**src/rtl/vga_scan_out_if.sv**
```systemverilog
// Frame-buffer read port between the VGA scan-out stage (master) and the
// grayscale frame buffer (slave).
//
// Read protocol: there is no back-pressure. Every clk25 cycle the master
// presents rd_addr. rd_en marks that address as a visible pixel. The slave
// returns rd_data for that address exactly RD_LAT cycles later,
// unconditionally. When rd_en is low, rd_addr is don't-care and the
// returned data is ignored.
interface vga_scan_out_if;
    logic [18:0] rd_addr;
    logic        rd_en;
    logic [3:0]  rd_data;

    modport master (output rd_addr, output rd_en, input rd_data);
    modport slave  (input rd_addr, input rd_en, output rd_data);
endinterface

```
**src/rtl/vga_scan_out.sv**
```systemverilog
// VGA scan-out: raster counters, frame-buffer read addressing and a fixed
// RD_LAT+1 output pipeline, so that sync, colour and frame_start leave on
// the same cycle as the pixel they belong to.
module vga_scan_out #(
    parameter int H_ACTIVE = 640,
    parameter int H_FP     = 16,
    parameter int H_SYNC   = 96,
    parameter int H_BP     = 48,
    parameter int V_ACTIVE = 480,
    parameter int V_FP     = 10,
    parameter int V_SYNC   = 2,
    parameter int V_BP     = 33,
    parameter int RD_LAT   = 2,
    parameter bit SYNC_POL = 1'b0
) (
    input  logic                  clk25,
    input  logic                  rst_n,
    input  logic                  en,
    vga_scan_out_if.master        fb,
    output logic [3:0]            vga_r,
    output logic [3:0]            vga_g,
    output logic [3:0]            vga_b,
    output logic                  vga_hs,
    output logic                  vga_vs,
    output logic                  frame_start
);
    localparam int H_TOTAL = H_ACTIVE + H_FP + H_SYNC + H_BP;
    localparam int V_TOTAL = V_ACTIVE + V_FP + V_SYNC + V_BP;
    localparam int H_W     = $clog2(H_TOTAL);
    localparam int V_W     = $clog2(V_TOTAL);

    localparam logic [H_W-1:0] H_LAST   = H_W'(H_TOTAL - 1);
    localparam logic [H_W-1:0] H_ACT    = H_W'(H_ACTIVE);
    localparam logic [H_W-1:0] HS_START = H_W'(H_ACTIVE + H_FP);
    localparam logic [H_W-1:0] HS_END   = H_W'(H_ACTIVE + H_FP + H_SYNC);
    localparam logic [V_W-1:0] V_LAST   = V_W'(V_TOTAL - 1);
    localparam logic [V_W-1:0] V_ACT    = V_W'(V_ACTIVE);
    localparam logic [V_W-1:0] VS_START = V_W'(V_ACTIVE + V_FP);
    localparam logic [V_W-1:0] VS_END   = V_W'(V_ACTIVE + V_FP + V_SYNC);

    // Tag bit positions carried through the read-latency delay line
    localparam int T_EN    = 0;
    localparam int T_ACT   = 1;
    localparam int T_HS    = 2;
    localparam int T_VS    = 3;
    localparam int T_FIRST = 4;

    logic [H_W-1:0] h_cnt;
    logic [V_W-1:0] v_cnt;
    logic [18:0]    pix_idx;
    logic           en_frame;

    logic           active;
    logic           hs_raw;
    logic           vs_raw;
    logic           first_pix;
    logic           frame_last;
    logic [4:0]     tag_now;
    logic [4:0]     tag_d;
    logic [4:0]     pipe [RD_LAT];

    // Decode the raster position into visibility, raw sync and frame markers
    always_comb begin
        active     = (h_cnt < H_ACT) && (v_cnt < V_ACT);
        hs_raw     = (h_cnt >= HS_START) && (h_cnt < HS_END);
        vs_raw     = (v_cnt >= VS_START) && (v_cnt < VS_END);
        first_pix  = (h_cnt == '0) && (v_cnt == '0);
        frame_last = (h_cnt == H_LAST) && (v_cnt == V_LAST);
        tag_now    = '0;
        tag_now[T_EN]    = en_frame;
        tag_now[T_ACT]   = active;
        tag_now[T_HS]    = hs_raw;
        tag_now[T_VS]    = vs_raw;
        tag_now[T_FIRST] = first_pix;
        tag_d      = pipe[RD_LAT-1];
    end

    // The read is issued combinationally from the counters; rd_en is held
    // low during reset even though the counters then sit on pixel (0,0)
    assign fb.rd_addr = pix_idx;
    assign fb.rd_en   = active & rst_n;

    // Horizontal and vertical raster counters
    always_ff @(posedge clk25 or negedge rst_n) begin
        if (!rst_n) begin
            h_cnt <= '0;
            v_cnt <= '0;
        end else if (h_cnt == H_LAST) begin
            h_cnt <= '0;
            v_cnt <= (v_cnt == V_LAST) ? '0 : v_cnt + V_W'(1);
        end else begin
            h_cnt <= h_cnt + H_W'(1);
        end
    end

    // Linear pixel index: advances on visible pixels only, so it stays equal
    // to v*H_ACTIVE+h without needing a multiplier
    always_ff @(posedge clk25 or negedge rst_n) begin
        if (!rst_n) begin
            pix_idx <= '0;
        end else if (frame_last) begin
            pix_idx <= '0;
        end else if (active) begin
            pix_idx <= pix_idx + 19'd1;
        end
    end

    // Enable is latched only at the frame boundary, so frames are never torn
    always_ff @(posedge clk25 or negedge rst_n) begin
        if (!rst_n) begin
            en_frame <= 1'b0;
        end else if (frame_last) begin
            en_frame <= en;
        end
    end

    // Delay the per-pixel tags by the frame-buffer read latency
    always_ff @(posedge clk25 or negedge rst_n) begin
        if (!rst_n) begin
            for (int i = 0; i < RD_LAT; i++) pipe[i] <= '0;
        end else begin
            pipe[0] <= tag_now;
            for (int i = 1; i < RD_LAT; i++) pipe[i] <= pipe[i-1];
        end
    end

    // Output register: combine the delayed tags with the returned pixel
    always_ff @(posedge clk25 or negedge rst_n) begin
        if (!rst_n) begin
            vga_r       <= 4'h0;
            vga_g       <= 4'h0;
            vga_b       <= 4'h0;
            vga_hs      <= ~SYNC_POL;
            vga_vs      <= ~SYNC_POL;
            frame_start <= 1'b0;
        end else begin
            vga_r       <= (tag_d[T_ACT] && tag_d[T_EN]) ? fb.rd_data : 4'h0;
            vga_g       <= (tag_d[T_ACT] && tag_d[T_EN]) ? fb.rd_data : 4'h0;
            vga_b       <= (tag_d[T_ACT] && tag_d[T_EN]) ? fb.rd_data : 4'h0;
            vga_hs      <= tag_d[T_HS] ? SYNC_POL : ~SYNC_POL;
            vga_vs      <= tag_d[T_VS] ? SYNC_POL : ~SYNC_POL;
            frame_start <= tag_d[T_FIRST];
        end
    end
endmodule
```
**src/flat_wrapper.sv**
```systemverilog
// flat-port wrapper written by rule: the top's interface ports become plain ports
module vga_scan_out_flat 
#(
    parameter int H_ACTIVE = 640,
    parameter int H_FP     = 16,
    parameter int H_SYNC   = 96,
    parameter int H_BP     = 48,
    parameter int V_ACTIVE = 480,
    parameter int V_FP     = 10,
    parameter int V_SYNC   = 2,
    parameter int V_BP     = 33,
    parameter int RD_LAT   = 2,
    parameter bit SYNC_POL = 1'b0
)
  (clk25, rst_n, en, vga_r, vga_g, vga_b, vga_hs, vga_vs, frame_start, fb_rd_addr, fb_rd_en, fb_rd_data);
  vga_scan_out_if fb_i ();
  input  logic clk25;
  input  logic rst_n;
  input  logic en;
  output logic [3:0] vga_r;
  output logic [3:0] vga_g;
  output logic [3:0] vga_b;
  output logic vga_hs;
  output logic vga_vs;
  output logic frame_start;
  output wire logic [$bits(fb_i.rd_addr)-1:0] fb_rd_addr;
  output wire logic [$bits(fb_i.rd_en)-1:0] fb_rd_en;
  input wire logic [$bits(fb_i.rd_data)-1:0] fb_rd_data;
  assign fb_rd_addr = fb_i.rd_addr;
  assign fb_rd_en = fb_i.rd_en;
  assign fb_i.rd_data = fb_rd_data;
  vga_scan_out #(.H_ACTIVE(H_ACTIVE), .H_FP(H_FP), .H_SYNC(H_SYNC), .H_BP(H_BP), .V_ACTIVE(V_ACTIVE), .V_FP(V_FP), .V_SYNC(V_SYNC), .V_BP(V_BP), .RD_LAT(RD_LAT), .SYNC_POL(SYNC_POL)) u_core (.clk25(clk25), .rst_n(rst_n), .en(en), .fb(fb_i), .vga_r(vga_r), .vga_g(vga_g), .vga_b(vga_b), .vga_hs(vga_hs), .vga_vs(vga_vs), .frame_start(frame_start));
endmodule
```
**config.mk**
```make
export PLATFORM = sky130hd
export DESIGN_NAME = vga_scan_out_flat
export DESIGN_NICKNAME = d
export VERILOG_FILES = /design/src/rtl/vga_scan_out_if.sv /design/src/rtl/vga_scan_out.sv /design/src/flat_wrapper.sv
export SDC_FILE = /design/constraint.sdc
export NUM_CORES = 1
export LEC_CHECK = 0
export BUFFER_PORTS_ARGS = -buffer_cell sky130_fd_sc_hd__buf_2
export CORE_MARGIN = 1.5
export CORE_UTILIZATION = 45
export CTS_CLUSTER_DIAMETER = 50
export DETAILED_ROUTE_END_ITERATION = 6
export PLACE_DENSITY = 0.78
export SLEW_MARGIN = 0
export SYNTH_ARGS = -nofsm -noshare
export SYNTH_HDL_FRONTEND = slang
export SYNTH_SLANG_ARGS = --single-unit
```
**constraint.sdc**
```tcl
create_clock -name clk25 -period 2.4 [get_ports clk25]
set_clock_uncertainty 0.1 [all_clocks]
set_input_delay 0.24 -clock clk25 [delete_from_list [all_inputs] [get_ports clk25]]
set_output_delay 0.24 -clock clk25 [all_outputs]
set_load 0.005 [all_outputs]
```
==> out/summary.log <==
[sta] FMAX 467.1 MHz
[global_route] final global-route overflow total 0
[route] detailed-router iteration count before antenna repair 5
[power] part of the power in registers 0.493
[synth] Distinct cells, synth 40
[power] leakage power figure 1.511 nW
[die] initial core utilization 0.4622
[power] net switching component of the power 0.3759 mW
[min_path] Hold Path Class in2reg
[layout] most frequent standard cell in the layout excluding fill and tap cells sky130_fd_sc_hd__dfrtp_1
[sta] final setup vio count 0
[synth] predominant post-synthesis flop cell sky130_fd_sc_hd__dfrtp_1
[layout] Filler Cell Count 539
[global_route] number of antenna violations at the first check in global routing 0
[placed_design] RePlAce Congestion 0.7746
[global_route] grt met2 use 0.2857
[clock_tree] later-pin clock latency in the skew report 0.34 ns
[power] Internal 1.574 mW
[clock_tree] number of setup buffers added after CTS 0
[worst_setup_path] Crit Path Max Fanout 10
[sta] slew at the pin closest to its max-slew limit 0.5226 ns
[job] MaxCap Viol Count 0
[sta] final period utilization 0.8920
[synth] count of warnings emitted by yosys 0
[global_route] via count of the first global-routing pass 1892
[clock_tree] clock buffer count from CTS 9
[power] fraction of power spent switching nets 0.1928
[layout] layout-stage area growth over the synthesis result 15.87%
[sta] total negative setup slack 0 ns
[global_route] global-route total usage across every layer 0.1773
[sta] relative max-transition margin 0.6516
[route] vias per cell 5.563
[worst_setup_path] worst-path cell with the longest stage delay sky130_fd_sc_hd__dfrtp_1
[die] core outline area 5886 um^2
[synth] number of nets in the synthesized netlist 275
[placed_design] dpl ws 0.2907 ns
[clock_tree] H-Tree Depth 3
[die] width of the chip 80.75 um
[route] number of routed nets with antenna violations 0
[layout] share of cells above drive strength 1 0.2361
[route] first-iteration detailed-routing DRC count 97
[worst_setup_path] buffers and inverters on the worst path 2
[sta] Final Hold Viols 0
[worst_setup_path] worst endpoint required time 2.06 ns
[placed_design] number of cells in the design after placement 364
[synth] area fraction in compound gates after synthesis 0.1086
[die] Die Height 80.75 um
[route] Routed WL 5378 um
[synth] proportion of synthesized area in mux cells 0.008280
[layout] Post-layout nets 313
[clock_tree] Num Clock Sinks 57
[worst_setup_path] critical path endpoint category output port
[synth] post-synthesis area per instance 10.34 um^2
[route] routed length per instance 14.15 um
[synth] number of standard cells after synthesis 263
[power] maximum vdd ir drop 283.4 uV
[layout] Antenna Cells 0
[worst_setup_path] kind of critical path reg2out
[global_route] grt peak-use layer met2
[synth] fraction of registers with async set/reset 1.000
[worst_setup_path] largest incremental delay on the critical path 0.48 ns
[sta] number of pins with negative max-slew slack in the final report 0
[global_route] global-route wire length before repair 8687 um
[global_route] met1 Use GR 0.2207
[clock_tree] number of buffers on the longest clock path 2
[worst_setup_path] kind of launch point of the worst setup path register
[synth] sequential cell area fraction in the yosys report 0.5253
[clock_tree] clock-pin transition on the worst setup and hold timing paths 0.06 ns
[worst_setup_path] Worst EP arrival 1.80 ns
[synth] dominant combinational cell family by area after synthesis simple AND/OR/NAND/NOR gates
[die] total number of placement rows 28
[clock_tree] clock tree from TritonCTS yes
[sta] crit path time final 2.141 ns
[synth] synthesized-area fraction occupied by adder cells 0.02300
[power] Logic pwr share 0.014
[route] via count of the routed design 2114
[power] power per cell area 618.5 nW/um^2
[layout] most frequent cells in the layout 55 x sky130_fd_sc_hd__dfrtp_1, 41 x sky130_fd_sc_hd__buf_2, 23 x sky130_fd_sc_hd__nand3_1
[synth] area share of and/or/nand/nor cells after synthesis 0.2364
[die] I/O pin cnt 42
[layout] non-filler instance count after layout 380
[sta] unrepaired setup endpoints after global routing false
[placed_design] I/O Buffers 41
[synth] netlist area before placement 2720 um^2
[global_route] met3 Track Usage GR 0.03708
[synth] flip-flop and latch count after synthesis 57
[placed_design] HPWL reported at the end of detailed placement 3706 um
[worst_setup_path] Crit path max-delay family simple AND/OR/NAND/NOR gates
[run_status] status finished clean
[worst_setup_path] cell-by-cell listing of the critical path nand4_2, nand3_1, inv_1, and2_1, buf_2
[clock_tree] root buf cell sky130_fd_sc_hd__clkbuf_8
[synth] count of flip-flops with a built-in enable after synthesis 0
[global_route] pin count of the biggest net entering global routing 37
[sta] worst-case setup margin in the final layout 0.2591 ns
[power] share of power burned in the clock network 0.493
[die] DIE AREA 6520 um^2
[synth] xor-xnor portion of the synthesized cell area 0.03864
[route] DRC violations left 0
## metal layers
layer | wire length [um] | share of wire
met1 | 2430 | 0.45
met2 | 2620 | 0.49
met3 | 271 | 0.050
met4 | 56 | 0.010
met5 | 0 | 0
## state kept, by name (all words and copies together), names as in the netlist
signal and cells:
u_core.vga_hs 1, u_core.en_frame 1, u_core.frame_start 1, u_core.pipe 5, u_core.h_cnt 10, u_core.vga_b 4
u_core.v_cnt 10, u_core.vga_vs 1, u_core.fb.rd_addr 19, u_core.tag_d 5
## cell families (layout without fill, tap and decap cells)
kind of cell / after synthesis / after routing
AO/OA/AOI/OAI: 48 / 48
XOR/XNOR: 12 / 12
adder cells (fa/ha/maj): 5 / 5
buffers and inverters: 31 / 73
flip-flops: 57 / 57
multiplexers: 2 / 2
AND/OR/NAND/NOR: 108 / 108
## timing repair
item | 4_1_cts | 5_1_grt
endpoints found under the hold margin | 21 | 0
hold buffers | 1 | 0
resized for setup | 0 | 0
## final timing paths
path	from	endpoint	slack [ns]	depth (start not counted)
setup reg to reg	u_core.v_cnt[9]	u_core.fb.rd_addr[15]	0.27	4
hold / removal	en	u_core.en_frame	0.04	2
min in group asynchronous	rst_n	u_core.fb.rd_addr[14]	0.31	2
setup / recovery	u_core.v_cnt[5]	fb_rd_en	0.26	5
max in group asynchronous	rst_n	u_core.vga_vs	1.02	3
hold reg to reg	u_core.pipe[7]	u_core.tag_d[2]	0.25	0
## through the flow
step | area [um^2] | util | hold slack, ns | power [mW]
after floorplan | 2720 | - | -0.1556 | 0.9797
after global placement | 2932 | 0.4981 | 0.1374 | 1.005
after detailed placement | 2932 | 0.4981 | 0.1443 | 1.005
after CTS | 3152 | 0.5355 | 0.03374 | 1.966
after global routing | 3152 | 0.5355 | 0.03836 | 2.009
final | 3152 | 0.5355 | 0.04008 | 1.950
## worst reg2reg max path, delay by kind of cell, from the launching register on
kind | cells | cell delay [ns]
AND/OR/NAND/NOR | 3 | 1.37
flip-flops | 1 | 0.44
AO/OA/AOI/OAI | 1 | 0.15
## final cells by class
cell class | count | area [um^2] | area share
clock buffers | 12 | 145.1 | 0.04605
clock inverters | 3 | 65.06 | 0.02064
inverters | 12 | 45.04 | 0.01429
multi-input cells | 175 | 1129 | 0.3581
flip-flops and latches | 57 | 1429 | 0.4534
well taps | 75 | 93.84 | 0.02977
repair buffers | 46 | 245.2 | 0.07781
## cell usage after synthesis, types with 2 or more instances
master | instances | area share
sky130_fd_sc_hd__dfstp_2 | 2 | 0.019
sky130_fd_sc_hd__inv_1 | 12 | 0.017
sky130_fd_sc_hd__mux2_2 | 2 | 0.0083
sky130_fd_sc_hd__and2_1 | 4 | 0.0092
sky130_fd_sc_hd__o21ai_0 | 12 | 0.022
sky130_fd_sc_hd__or4_1 | 9 | 0.025
sky130_fd_sc_hd__a21oi_1 | 15 | 0.028
sky130_fd_sc_hd__xnor2_1 | 6 | 0.019
sky130_fd_sc_hd__clkbuf_1 | 5 | 0.0069
sky130_fd_sc_hd__ha_1 | 5 | 0.023
sky130_fd_sc_hd__xor2_1 | 6 | 0.019
sky130_fd_sc_hd__nor3_1 | 2 | 0.0037
sky130_fd_sc_hd__buf_4 | 9 | 0.025
sky130_fd_sc_hd__nand3_1 | 23 | 0.042
sky130_fd_sc_hd__nand4_2 | 3 | 0.014
sky130_fd_sc_hd__buf_2 | 4 | 0.0074
sky130_fd_sc_hd__nor2_1 | 14 | 0.019
sky130_fd_sc_hd__and4_1 | 3 | 0.0097
sky130_fd_sc_hd__dfrtp_1 | 55 | 0.51
sky130_fd_sc_hd__or4_4 | 2 | 0.0083
sky130_fd_sc_hd__nand2_1 | 15 | 0.021
sky130_fd_sc_hd__nor4_1 | 5 | 0.011
sky130_fd_sc_hd__a31oi_1 | 2 | 0.0046
sky130_fd_sc_hd__and3_1 | 8 | 0.018
sky130_fd_sc_hd__o31ai_1 | 13 | 0.036
sky130_fd_sc_hd__and4b_1 | 2 | 0.0074
sky130_fd_sc_hd__a21oi_2 | 2 | 0.0064
sky130_fd_sc_hd__or3_1 | 6 | 0.014
sky130_fd_sc_hd__nor4b_1 | 2 | 0.0064
sky130_fd_sc_hd__nand4_1 | 5 | 0.011
## power groups by stage
| stage | logic [mW] | registers [mW] | clock network, mW |
|---|---|---|---|
| after floorplan | 0.000766 | 0.979 | 0 |
| after global placement | 0.0264 | 0.979 | 0 |
| after detailed placement | 0.0268 | 0.979 | 0 |
| after CTS | 0.0281 | 0.961 | 0.977 |
| after global routing | 0.0318 | 0.961 | 1.02 |
| final | 0.0266 | 0.961 | 0.962 |
No activity file was read; power rests on OpenSTA's default activity.
